$ cat src/rtl/axis_cpu_pkt_arb.sv
`timescale 1ns/1ps
`default_nettype none
// ============================================================================
// Module   : axis_cpu_pkt_arb
// Purpose  : Packet-level arbiter sharing one axis_cpu datapath between two
//            AXI-Stream requesters. Whole TLAST-delimited input packets are
//            granted to the CPU din port; the winner is recorded in a tag
//            FIFO, and each CPU dout packet is steered back to the requester
//            at the FIFO head.
// Build    : define AXIS_CPU_ARB_RR_EN for round-robin arbitration; otherwise
//            requester 0 has fixed priority.
// Ports    : clk                 sole clock, rising edge
//            rst                 asynchronous reset, active low
//            s0_*/s1_*           requester input streams (slave side)
//            cpu_din_*           stream towards axis_cpu din (master side)
//            cpu_dout_*          stream from axis_cpu dout (slave side)
//            m0_*/m1_*           result streams back to requesters
//            busy                grant locked (ingress BUSY state)
//            tag_count           packets granted, result not yet returned
// Revision : 1.0  initial release
// ============================================================================
module axis_cpu_pkt_arb #(
  parameter int DATA_WIDTH     = 32,
  parameter int TAG_DEPTH_LOG2 = 2
) (
  input  logic                      clk,
  input  logic                      rst,

  input  logic [DATA_WIDTH-1:0]     s0_TDATA,
  input  logic                      s0_TVALID,
  output logic                      s0_TREADY,
  input  logic                      s0_TLAST,

  input  logic [DATA_WIDTH-1:0]     s1_TDATA,
  input  logic                      s1_TVALID,
  output logic                      s1_TREADY,
  input  logic                      s1_TLAST,

  output logic [DATA_WIDTH-1:0]     cpu_din_TDATA,
  output logic                      cpu_din_TVALID,
  input  logic                      cpu_din_TREADY,
  output logic                      cpu_din_TLAST,

  input  logic [DATA_WIDTH-1:0]     cpu_dout_TDATA,
  input  logic                      cpu_dout_TVALID,
  output logic                      cpu_dout_TREADY,
  input  logic                      cpu_dout_TLAST,

  output logic [DATA_WIDTH-1:0]     m0_TDATA,
  output logic                      m0_TVALID,
  input  logic                      m0_TREADY,
  output logic                      m0_TLAST,

  output logic [DATA_WIDTH-1:0]     m1_TDATA,
  output logic                      m1_TVALID,
  input  logic                      m1_TREADY,
  output logic                      m1_TLAST,

  output logic                      busy,
  output logic [TAG_DEPTH_LOG2:0]   tag_count
);

  localparam int                    DEPTH     = 1 << TAG_DEPTH_LOG2;
  localparam logic [TAG_DEPTH_LOG2:0] DEPTH_CNT = (TAG_DEPTH_LOG2 + 1)'(DEPTH);

  typedef enum logic [0:0] {
    ST_IDLE = 1'b0,
    ST_BUSY = 1'b1
  } state_t;

  // --------------------------------------------------------------------------
  // State
  // --------------------------------------------------------------------------
  state_t                    state_q, state_d;
  logic                      grant_q, grant_d;
  logic [TAG_DEPTH_LOG2-1:0] wr_ptr_q, wr_ptr_d;
  logic [TAG_DEPTH_LOG2-1:0] rd_ptr_q, rd_ptr_d;
  logic [TAG_DEPTH_LOG2:0]   count_q, count_d;
  // One-bit tags packed into a vector, indexed by the pointers.
  logic [DEPTH-1:0]          tag_mem_q, tag_mem_d;
`ifdef AXIS_CPU_ARB_RR_EN
  logic                      last_grant_q, last_grant_d;
`endif

  // --------------------------------------------------------------------------
  // Combinational helpers
  // --------------------------------------------------------------------------
  logic w_busy;
  logic w_any_req;
  logic w_both_req;
  logic w_sel;
  logic w_fifo_full;
  logic w_fifo_empty;
  logic w_push;
  logic w_pop;
  logic w_head;
  logic w_in_valid;
  logic w_in_last;
  logic w_in_flit_last;
  logic w_dout_ready;
  logic w_m0_sel;
  logic w_m1_sel;

  always_comb begin
    w_busy       = (state_q == ST_BUSY);
    w_any_req    = s0_TVALID | s1_TVALID;
    w_both_req   = s0_TVALID & s1_TVALID;
    w_fifo_full  = (count_q == DEPTH_CNT);
    w_fifo_empty = (count_q == '0);
    w_head       = tag_mem_q[rd_ptr_q];

`ifdef AXIS_CPU_ARB_RR_EN
    // Contention alternates; a lone requester always wins.
    w_sel = w_both_req ? ~last_grant_q : s1_TVALID;
`else
    // Requester 0 wins whenever it is valid.
    w_sel = ~s0_TVALID;
`endif

    // Fullness uses the registered count only: a slot freed by a pop in the
    // same cycle cannot be reused until the next cycle.
    w_push = (state_q == ST_IDLE) & w_any_req & ~w_fifo_full;

    // Selected ingress stream while a grant is locked.
    w_in_valid     = w_busy & (grant_q ? s1_TVALID : s0_TVALID);
    w_in_last      = w_busy & (grant_q ? s1_TLAST  : s0_TLAST);
    w_in_flit_last = w_in_valid & cpu_din_TREADY & w_in_last;

    // Egress steering from the FIFO head; nothing moves with an empty FIFO.
    w_m0_sel     = ~w_fifo_empty & ~w_head;
    w_m1_sel     = ~w_fifo_empty &  w_head;
    w_dout_ready = (w_m0_sel & m0_TREADY) | (w_m1_sel & m1_TREADY);
    w_pop        = cpu_dout_TVALID & w_dout_ready & cpu_dout_TLAST;
  end

  // --------------------------------------------------------------------------
  // Next-state logic
  // --------------------------------------------------------------------------
  always_comb begin
    state_d   = state_q;
    grant_d   = grant_q;
    wr_ptr_d  = wr_ptr_q;
    rd_ptr_d  = rd_ptr_q;
    count_d   = count_q;
    tag_mem_d = tag_mem_q;
`ifdef AXIS_CPU_ARB_RR_EN
    last_grant_d = last_grant_q;
`endif

    case (state_q)
      ST_IDLE: begin
        if (w_push) begin
          state_d = ST_BUSY;
          grant_d = w_sel;
`ifdef AXIS_CPU_ARB_RR_EN
          last_grant_d = w_sel;
`endif
        end
      end
      ST_BUSY: begin
        if (w_in_flit_last) begin
          state_d = ST_IDLE;
        end
      end
      default: begin
        state_d = ST_IDLE;
      end
    endcase

    if (w_push) begin
      tag_mem_d[wr_ptr_q] = w_sel;
      wr_ptr_d            = wr_ptr_q + 1'b1;
    end
    if (w_pop) begin
      rd_ptr_d = rd_ptr_q + 1'b1;
    end

    // Simultaneous push and pop leaves the count unchanged.
    case ({w_push, w_pop})
      2'b10:   count_d = count_q + 1'b1;
      2'b01:   count_d = count_q - 1'b1;
      default: count_d = count_q;
    endcase
  end

  // --------------------------------------------------------------------------
  // Registers
  // --------------------------------------------------------------------------
  always_ff @(posedge clk or negedge rst) begin
    if (!rst) begin
      state_q   <= ST_IDLE;
      grant_q   <= 1'b0;
      wr_ptr_q  <= '0;
      rd_ptr_q  <= '0;
      count_q   <= '0;
      tag_mem_q <= '0;
`ifdef AXIS_CPU_ARB_RR_EN
      // Starting at 1 makes requester 0 win the first contention.
      last_grant_q <= 1'b1;
`endif
    end else begin
      state_q   <= state_d;
      grant_q   <= grant_d;
      wr_ptr_q  <= wr_ptr_d;
      rd_ptr_q  <= rd_ptr_d;
      count_q   <= count_d;
      tag_mem_q <= tag_mem_d;
`ifdef AXIS_CPU_ARB_RR_EN
      last_grant_q <= last_grant_d;
`endif
    end
  end

  // --------------------------------------------------------------------------
  // Outputs (data gated to zero when the path is not selected)
  // --------------------------------------------------------------------------
  always_comb begin
    busy      = w_busy;
    tag_count = count_q;

    s0_TREADY = w_busy & ~grant_q & cpu_din_TREADY;
    s1_TREADY = w_busy &  grant_q & cpu_din_TREADY;

    cpu_din_TVALID = w_in_valid;
    cpu_din_TLAST  = w_in_last;
    cpu_din_TDATA  = '0;
    if (w_busy) begin
      cpu_din_TDATA = grant_q ? s1_TDATA : s0_TDATA;
    end

    cpu_dout_TREADY = w_dout_ready;

    m0_TVALID = w_m0_sel & cpu_dout_TVALID;
    m0_TLAST  = w_m0_sel & cpu_dout_TLAST;
    m0_TDATA  = w_m0_sel ? cpu_dout_TDATA : '0;

    m1_TVALID = w_m1_sel & cpu_dout_TVALID;
    m1_TLAST  = w_m1_sel & cpu_dout_TLAST;
    m1_TDATA  = w_m1_sel ? cpu_dout_TDATA : '0;
  end

endmodule
`default_nettype wire

$ cat config.mk
export PLATFORM = sky130hd
export DESIGN_NAME = axis_cpu_pkt_arb
export DESIGN_NICKNAME = d
export VERILOG_FILES = /design/src/rtl/axis_cpu_pkt_arb.sv
export SDC_FILE = /design/constraint.sdc
export NUM_CORES = 1
export LEC_CHECK = 0
export ABC_CLOCK_PERIOD_IN_PS = 2400
export CORE_ASPECT_RATIO = 0.5
export CORE_MARGIN = 1.5
export CORE_UTILIZATION = 27
export CTS_BUF_LIST = sky130_fd_sc_hd__clkbuf_8
export DETAILED_ROUTE_END_ITERATION = 12
export GPL_TIMING_DRIVEN = 0
export PLACE_DENSITY = 0.82
export SLEW_MARGIN = 20
export SYNTH_ARGS = -nofsm -noshare
export SYNTH_HDL_FRONTEND = slang
export SYNTH_SLANG_ARGS = --single-unit
$ cat constraint.sdc
create_clock -name clk -period 2.4 [get_ports clk]
set_input_delay 0.48 -clock clk [delete_from_list [all_inputs] [get_ports clk]]
set_output_delay 0.48 -clock clk [all_outputs]
set_load 0.02 [all_outputs]
After elaboration in Yosys (flattened, before gate mapping)

Index checks and enable logic that the tools add are counted.

Muxes and demuxes: 15
Bitwise operators: 28
$lt $le $gt $ge: 3
Shift-type cells: 0
Add/subtract/negate cells: 4
Multipliers: 0
Div/mod/pow operators: 0
Equal/unequal tests: 3
Reduce and logical (&&, ||, !) cells: 4

Operator list:

| operator                                                          | number |
|---|---|
| 2-to-1 mux 32 bit                                                 | 4 |
| bitwise AND 1 bit                                                 | 20 |
| less-than comparator 2 x 3 -> 1 bit, second input constant        | 2 |
| 2-to-1 mux 1 bit                                                  | 6 |
| NOT 1 bit                                                         | 6 |
| one-hot mux 3 bit (2 select lines)                                | 1 |
| adder 2 x 1 -> 2 bit, second input constant                       | 2 |
| bitwise mux 4 bit                                                 | 1 |
| adder 3 x 1 -> 3 bit, second input constant                       | 1 |
| equality test 3 bit, second input constant                        | 1 |
| logical NOT 3 bit                                                 | 1 |
| subtractor 3 x 1 -> 3 bit, second input constant                  | 1 |
| binary-select mux 1 bit (select 2 bit)                            | 1 |
| demux 1 bit (select 2 bit)                                        | 1 |
| equality test 2 x 1 -> 1 bit, second input constant               | 1 |
| equality test 2 bit, second input constant                        | 1 |
| greater-or-equal comparator 2 x 1 -> 1 bit, second input constant | 1 |
| bitwise OR 1 bit                                                  | 2 |
| one-hot mux 1 bit (2 select lines)                                | 1 |
| AND reduction 2 bit                                               | 1 |
| nonzero test 2 bit                                                | 1 |
| logical AND 1 bit                                                 | 1 |

Bits in latches: 0
ROM bits: 0
Input bits: 107
Word-level logic and storage cells: 63
Memories kept: 0
Output and inout bits: 109
Flip-flop bits (word level): 13
RAM bits: 0

Logic depth before layout (Yosys ltp)

Gate-level depths: netlist (run 1).

Depth in word-level cells: 10
Mapped depth: 10
Mapped depth without buffers: 10

Worst setup path before layout (run 1)

Ideal clock, no wire load.

Path type: register to register
From: register rd_ptr_q[1]
To: register count_q[2] (netlist: tag_count[2])
Buffers on the path: 0
Slack: 177 ps
Arrival time: 2143 ps
Required time: 2320 ps
Cell stages (with the launch flop): 11
Clock period less this slack: 2223 ps
Library setup time: 80 ps
Cell sequence: dfrtp_1 > mux2i_1 > mux2i_4 > mux2i_1 > nor2_1 > ha_1 > inv_1 > fa_1 > xor2_1 > nor2_1 > xor2_1

Word-level cells in the longest chain between the ends: 10
Elaborated cells between the ends (all ways): 14
Those cells by class: 2 x eq/ne; 3 x mux; 8 x bitwise; 1 x reduce/logical

Ends and longest elaborated chain:

| what                                                                     | RTL line | text |
|---|---|---|
| start: declaration                                                       | 77       | `logic [TAG_DEPTH_LOG2-1:0] rd_ptr_q, rd_ptr_d;` |
| start signal: assignment                                                 | 205      | `rd_ptr_q <= rd_ptr_d;` |
| binary-select mux 1 bit (select 2 bit) *                                 | 110      | `w_head = tag_mem_q[rd_ptr_q];` |
| 2-to-1 mux 1 bit (implied by the code) *                                 | 110      |  |
| NOT 1 bit                                                                | 130      | `w_m0_sel = ~w_fifo_empty & ~w_head;` |
| bitwise AND 1 bit                                                        | 130      |  |
| bitwise AND 1 bit                                                        | 132      | `w_dout_ready = (w_m0_sel & m0_TREADY) \| (w_m1_sel & m1_TREADY);` |
| bitwise OR 1 bit *                                                       | 132      |  |
| bitwise AND 1 bit * (2 in a row)                                         | 133      | `w_pop = cpu_dout_TVALID & w_dout_ready & cpu_dout_TLAST;` |
| via w_pop                                                                | 95       | `logic w_pop;` |
| equality test 2 x 1 -> 1 bit or equality test 2 bit (tied branches)      | 179      | `case ({w_push, w_pop})` |
| one-hot mux 3 bit (2 select lines) or nonzero test 2 bit (tied branches) | n/a      |  |
| end signal: assignment                                                   | 206      | `count_q <= count_d;` |
| end: declaration                                                         | 78       | `logic [TAG_DEPTH_LOG2:0] count_q, count_d;` |

The timed path passes the listed nets; every way through them passes the cells marked *. The select of a mux whose other input is x is not followed.
A chain may end at the register's enable or synchronous reset.

Worst setup path in the final report (run 1)

From: register rd_ptr_q[1]
To: output port m1_TDATA[6]

Word-level cells in the longest chain between the ends: 4

Ends and longest elaborated chain:

| what                                   | RTL line | text |
|---|---|---|
| binary-select mux 1 bit (select 2 bit) | 110      |  |
| 2-to-1 mux 1 bit (implied by the code) | 110      |  |
| bitwise AND 1 bit                      | 131      | `w_m1_sel = ~w_fifo_empty & w_head;` |
| 2-to-1 mux 32 bit                      | 239      | `m1_TDATA = w_m1_sel ? cpu_dout_TDATA : '0;` |
| end: declaration                       | 54       | `output logic [DATA_WIDTH-1:0] m1_TDATA,` |

No other way between the ends. The select of a mux whose other input is x is not followed.

==> results of run 1 <==
state kept, by name (all words and copies together), names as in the netlist:
signal,count
busy,1
wr_ptr_q,2
tag_mem_q,4
grant_q,1
tag_count,3
rd_ptr_q,2
logic make-up (layout without fill, tap and decap cells):
kind of cell,Yosys count,in the layout
buffers and inverters,25,253
DFF,13,13
muxes,43,43
xor gates and xnor gates,5,5
AOI/OAI and AO/OA,14,14
adders and majority gates,6,6
and+or+nand+nor,151,151
layer usage:
metal	GRT usage	routed length (µm)	share of wire
met2	0.4028	4346	0.54
met4	0.04181	91	0.011
met3	0.02162	358	0.045
met5	0	0	0
met1	0.2438	3191	0.40
layout make-up:
cell class,count,share of cell area
flip-flops and latches,13,0.07983
clock buffers,3,0.01005
repair buffers,224,0.5067
well taps,88,0.02681
plain buffers,18,0.03778
clock inverters,1,0.001219
multi-input cells,219,0.3312
inverters,7,0.006399
Yosys cell counts (all sizes together) (2+ instances only):
master	count
inv	7
nor2	75
nor2b	34
nand2	35
nand3	2
mux2i	41
clkbuf	8
dfrtp	13
xnor2	2
xor2	3
mux2	2
ha	5
buf	10
a21oi	9
metrics by stage:
stage                       util  area [µm²]  instances  total power [µW]
after global routing      0.6590        4106        573              6143
final                     0.6590        4106        573              5752
after global placement    0.6502        4051        560              5675
after CTS                 0.6564        4090        565              5689
after floorplan                -        1789        257              3376
after detailed placement  0.6502        4051        560              5736
timing repair:
action | CTS | global route
pin swaps | 0 | 3
resized for setup | 100 | 112
setup endpoints to repair | 99 | 89
setup buffers | 1 | 8
hold endpoints to repair | 0 | 0
layout by cell type (no fill, tap or decap), types with 3 or more instances in the layout:
cell             synthesis  routed
clkdlybuf4s50_1          0     126
nor2_1                  75      75
mux2i_1                 39      38
nand2_1                 35      34
nor2b_1                 34      34
clkbuf_2                 0      34
clkdlybuf4s15_1          0      23
dlymetal6s2s_1           0      18
dlygate4sd2_1            0      15
buf_4                    0      14
dfrtp_1                 13      11
a21oi_1                  9       9
inv_1                    7       6
clkbuf_8                 2       5
buf_6                    1       5
ha_1                     5       4
mux2i_4                  1       3
xor2_1                   3       3
power breakdown:
part           switching, µW  total (µW)  internal (µW)
clock                   86.1         201            115
combinational           2830        5080           2250
sequential               131         468            337
path summary, 6_finish.rpt:
kind,slack [ns],to
hold reg to reg,0.57,tag_count[2]$_DFFE_PN0P_
max in group asynchronous,1.38,tag_count[0]$_DFFE_PN0P_
min in group asynchronous,0.60,tag_mem_q[1]$_DFFE_PN0P_
setup reg to reg,0.10,tag_count[2]$_DFFE_PN0P_
setup / recovery,0.05,m1_TDATA[6]
hold / removal,0.57,tag_count[2]$_DFFE_PN0P_
worst register-to-register path, delay by kind of cell, from the launching register on:
family | cells | cell delay [ns]
muxes | 3 | 0.59
adders and majority gates | 2 | 0.54
DFF | 1 | 0.46
and+or+nand+nor | 2 | 0.30
xor gates and xnor gates | 2 | 0.30
buffers and inverters | 1 | 0.04
==> flow_metrics.env, run 1 <==
export IMPL_leakage_uw=0.002157
export IMPL_initial_utilization=0.2871
export IMPL_critPathCaptureType="output port"
export IMPL_synth_xor_area_frac=0.02448
export IMPL_gp_congestion=0.7841
export IMPL_ys_seq_area_frac=0.1818
export IMPL_max_freq_mhz=426.1
export IMPL_async_flop_share=1.000
export IMPL_hold_viol_final=0
export IMPL_worstHoldStart="tag_count[2]$_DFFE_PN0P_"
export IMPL_whs_path_depth=1
export IMPL_startpoint_type="flip-flop"
export IMPL_nets=599
export IMPL_cp_max_fo=10
export IMPL_syn_avg_cell_area_um2=6.962
export IMPL_path_cells="mux2i_4 > mux2_4 > clkbuf_8 > nor2_1 > dlygate4sd2_1"
export IMPL_postRouteAntennaNets=0
export IMPL_min_period_ns=2.347
export IMPL_synth_top_area_cell="mux2i_1"
export IMPL_muxShareOfSynthArea=0.2531
export IMPL_netlist_instances=257
export IMPL_worst_ep_arrival_time_ns=1.87
export IMPL_dp_hpwl_mm=6.583
export IMPL_timing_rr_start="rd_ptr_q[1]$_DFFE_PN0P_"
export IMPL_synth_nets=370
export IMPL_drc_errors=0
export IMPL_cp_depth=5
export IMPL_grt_pass1_wl_mm=11.43
export IMPL_die_area_um2=7154
export IMPL_ios=216
export IMPL_yosys_warnings=0
export IMPL_synth_seq_cells=13
export IMPL_crit_start="rd_ptr_q[1]$_DFFE_PN0P_"
export IMPL_antenna_found_initial=0
export IMPL_p_per_area_nw_per_um2=1401
export IMPL_period_share=0.9779
export IMPL_yosysUniqueCellTypes=30
export IMPL_die_w_um=118.1
export IMPL_synth_edf_count=0
export IMPL_fin_skew_ns=0.003511
export IMPL_rows=20
export IMPL_synth_top_family_by_area="simple AND/OR/NAND/NOR gates"
export IMPL_hold_ws_ns=0.5736
export IMPL_wl_per_cell_um=13.94
export IMPL_final_max_slew_viol_count=0
export IMPL_die_h_um=60.56
export IMPL_setup_worst_path_class="reg2out"
export IMPL_grt_use_total=0.2018
export IMPL_insertion_delay_ns=0.25
export IMPL_max_cap_viol_count=0
export IMPL_grt_pass1_vias=2223
export IMPL_layout_setup_ws_ns=0.05295
export IMPL_drive_gt1_frac=0.1546
export IMPL_hp_class="reg2reg"
export IMPL_fillers=564
export IMPL_dr_pass1_iters=4
export IMPL_grt_max_degree=14
export IMPL_antenna_cells=0
export IMPL_synth_fa_ha_area_frac=0.04615
export IMPL_yosys_area_share_simple=0.3755
export IMPL_cp_slowest_cell="dfrtp_2"
export IMPL_required_ns=1.92
export IMPL_port_buffers=215
export IMPL_critPathTopFamily="multiplexers"
export IMPL_syn_cell_area_um2=1789
export IMPL_synth_top_flop_cell="dfrtp_1"
export IMPL_cts_tree="done"
export IMPL_synth_compound_area_frac=0.04476
export IMPL_area_growth_pct=129.5
export IMPL_cts_root_buf="clkbuf_8"
export IMPL_core_area_um2=6231
export IMPL_cpPeakStageDelay_ns=0.46
export IMPL_synth_top_area_share=0.2182
export IMPL_synthTopCellsByArea="mux2i_1, dfrtp_1, nor2_1"
export IMPL_worstRegToRegCells=10
export IMPL_tightest_slew_ns=0.6034
export IMPL_clk_pin_slew_ns=0.06
export IMPL_cts_hold_buf=0
export IMPL_tns_ns=0
export IMPL_via_per_inst=4.328
export IMPL_numCtsBuffers=3
export IMPL_via_count=2480
export IMPL_ir_drop_mv=0.4465
export IMPL_setup_viol=0
export IMPL_clockBufferDepth=2
export IMPL_grt_overflow_total=0
export IMPL_htree_levels=1
export IMPL_crit_buf_inv=2
export IMPL_relSlewSlack=0.5953
export IMPL_multi_input_area_um2=1360
export IMPL_rsz0062_at_grt="true"
export IMPL_register_area_um2=327.8
export IMPL_pre_cts_ws_ns=-0.2345
export IMPL_status="finished clean"
export IMPL_drt_total_wl_mm=7.988
export IMPL_drt_iter0_drc=89
export IMPL_cts_sinks=13
(Power assumes the default switching activity.)
==> inputs of run 2 (changes only) <==
CORE_ASPECT_RATIO = not set   (was 0.5)
==> flow_metrics.env, run 2 (synthesis results as in run 1) <==
export IMPL_postRouteAntennaNets=0
export IMPL_postPlaceCellArea_um2=4038
export IMPL_period_share=0.9777
export IMPL_hp_class="reg2reg"
export IMPL_port_buffers=215
export IMPL_highest_layer="met4"
export IMPL_nets=599
export IMPL_drc_errors=0
export IMPL_antenna_found_initial=0
export IMPL_relSlewSlack=0.6296
export IMPL_rsz0062_at_grt="true"
export IMPL_cp_max_fo=10
export IMPL_grt_max_degree=14
export IMPL_met1_length_mm=3.051
export IMPL_max_cap_viol_count=0
export IMPL_rows=29
export IMPL_dp_hpwl_mm=6.513
export IMPL_cts_sinks=13
export IMPL_wl_met3_um=361
export IMPL_clockBufferDepth=2
export IMPL_via_count=2538
export IMPL_status="finished clean"
export IMPL_die_area_um2=7124
export IMPL_insertion_delay_ns=0.24
export IMPL_critPathCaptureType="output port"
export IMPL_grt_pass1_vias=2335
export IMPL_final_common_cell="clkdlybuf4s50_1"
export IMPL_htree_levels=1
export IMPL_tns_ns=0
export IMPL_wl_met2_mm=4.280
export IMPL_fillers=557
export IMPL_leakage_uw=0.002241
export IMPL_cts_tree="done"
export IMPL_grt_use_total=0.2022
export IMPL_drive_gt1_frac=0.1072
export IMPL_grt_overflow_total=0
export IMPL_setup_worst_path_class="reg2out"
export IMPL_die_h_um=84.41
export IMPL_final_max_slew_viol_count=0
export IMPL_min_period_ns=2.346
export IMPL_worst_ep_arrival_time_ns=1.87
export IMPL_hold_viol_final=0
export IMPL_p_per_area_nw_per_um2=1363
export IMPL_multi_input_area_um2=1361
export IMPL_required_ns=1.92
export IMPL_via_per_inst=4.516
export IMPL_numCtsBuffers=3
export IMPL_wl_per_cell_um=13.86
export IMPL_drt_iter0_drc=55
export IMPL_antenna_cells=0
export IMPL_startpoint_type="flip-flop"
export IMPL_tightest_slew_ns=0.5538
export IMPL_drt_total_wl_mm=7.789
export IMPL_max_freq_mhz=426.2
export IMPL_fin_skew_ns=0.003199
export IMPL_dr_pass1_iters=5
export IMPL_die_w_um=84.41
export IMPL_register_area_um2=329.1
export IMPL_regMostFlops="tag_mem_q"
export IMPL_gp_congestion=0.8476
export IMPL_ir_drop_mv=0.9101
export IMPL_stdcell_area_um2=4158
export IMPL_layout_common_cells="clkdlybuf4s50_1, nor2_1, dlygate4sd2_1, mux2i_1, nand2_1"
export IMPL_core_area_um2=6386
export IMPL_area_growth_pct=132.4
export IMPL_initial_utilization=0.2802
export IMPL_ios=216
export IMPL_largest_register_ffs=4
export IMPL_clk_pin_slew_ns=0.05
export IMPL_cts_root_buf="clkbuf_8"
export IMPL_grt_pass1_wl_mm=11.84
export IMPL_setup_viol=0
==> run 2: cell types whose count changed in the layout (fill, tap and decap cells not counted), sizes merged <==
cell	previous run	this run
inv	7	8
clkdlybuf4s15	23	19
clkdlybuf4s50	126	124
clkinv	1	0
dlygate4sd2	15	40
clkbuf	42	20
dlymetal6s2s	18	21
==> run 2: layout make-up <==
| cell class | count | share of cell area |
|---|---|---|
| repair buffers | 224 | 0.5212 |
| multi-input cells | 219 | 0.3274 |
| flip-flops and latches | 13 | 0.07915 |
| plain buffers | 18 | 0.03190 |
| well taps | 77 | 0.02317 |
| clock buffers | 3 | 0.009931 |
| inverters | 7 | 0.006320 |
| clock inverters | 1 | 0.0009028 |
==> run 2: path summary, 6_finish.rpt <==
kind,from,endpoint,slack [ns],cells after the start
setup / recovery,rd_ptr_q[1]$_DFFE_PN0P_,m1_TDATA[9],0.05,5
hold / removal,tag_count[2]$_DFFE_PN0P_,tag_count[2]$_DFFE_PN0P_,0.53,1
setup reg to reg,rd_ptr_q[1]$_DFFE_PN0P_,tag_count[2]$_DFFE_PN0P_,0.09,10
hold reg to reg,tag_count[2]$_DFFE_PN0P_,tag_count[2]$_DFFE_PN0P_,0.53,1
max in group asynchronous,rst,tag_count[0]$_DFFE_PN0P_,1.40,1
min in group asynchronous,rst,busy$_DFF_PN0_,0.60,1
==> run 2: per-stage QoR <==
step | cells | utilization | setup WS [ns] | hold WS [ns] | power, µW
6_report | 562 | 0.6511 | 0.05362 | 0.5265 | 5665
5_1_grt | 562 | 0.6511 | -0.04857 | 0.5476 | 6041
4_1_cts | 556 | 0.6364 | 0.0001181 | 0.5667 | 5606
3_5_place_dp | 549 | 0.6322 | -0.1584 | 0.5415 | 5704
3_3_place_gp | 549 | 0.6322 | -0.07818 | 0.5092 | 5637
2_1_floorplan | 257 | - | 0.1771 | 0.1844 | 3376
==> run 2: routing by layer <==
layer,GRT usage,vias up
li1,-,1280
met1,0.2367,1171
met2,0.3971,77
met3,0.02065,10
met4,0.03812,0
met5,0,-
==> run 2: repair_timing <==
item | in CTS | in global routing
resized for setup | 86 | 73
hold endpoints to repair | 0 | 0
setup endpoints to repair | 99 | 95
setup buffers | 3 | 6
hold buffers | 0 | 0
==> run 2: report_power, final <==
group          switching, µW  total (µW)  internal [µW]
clock                   77.5         190            113
combinational           2780        5010           2230
sequential               125         464            339
==> run 2: worst max-delay path: stages, from the launching register on <==
cell and delay [ns]:
dfrtp_2 0.45, mux2i_4 0.22, mux2_4 0.33, clkbuf_8 0.18
nor2_1 0.10, dlygate4sd2_1 0.34
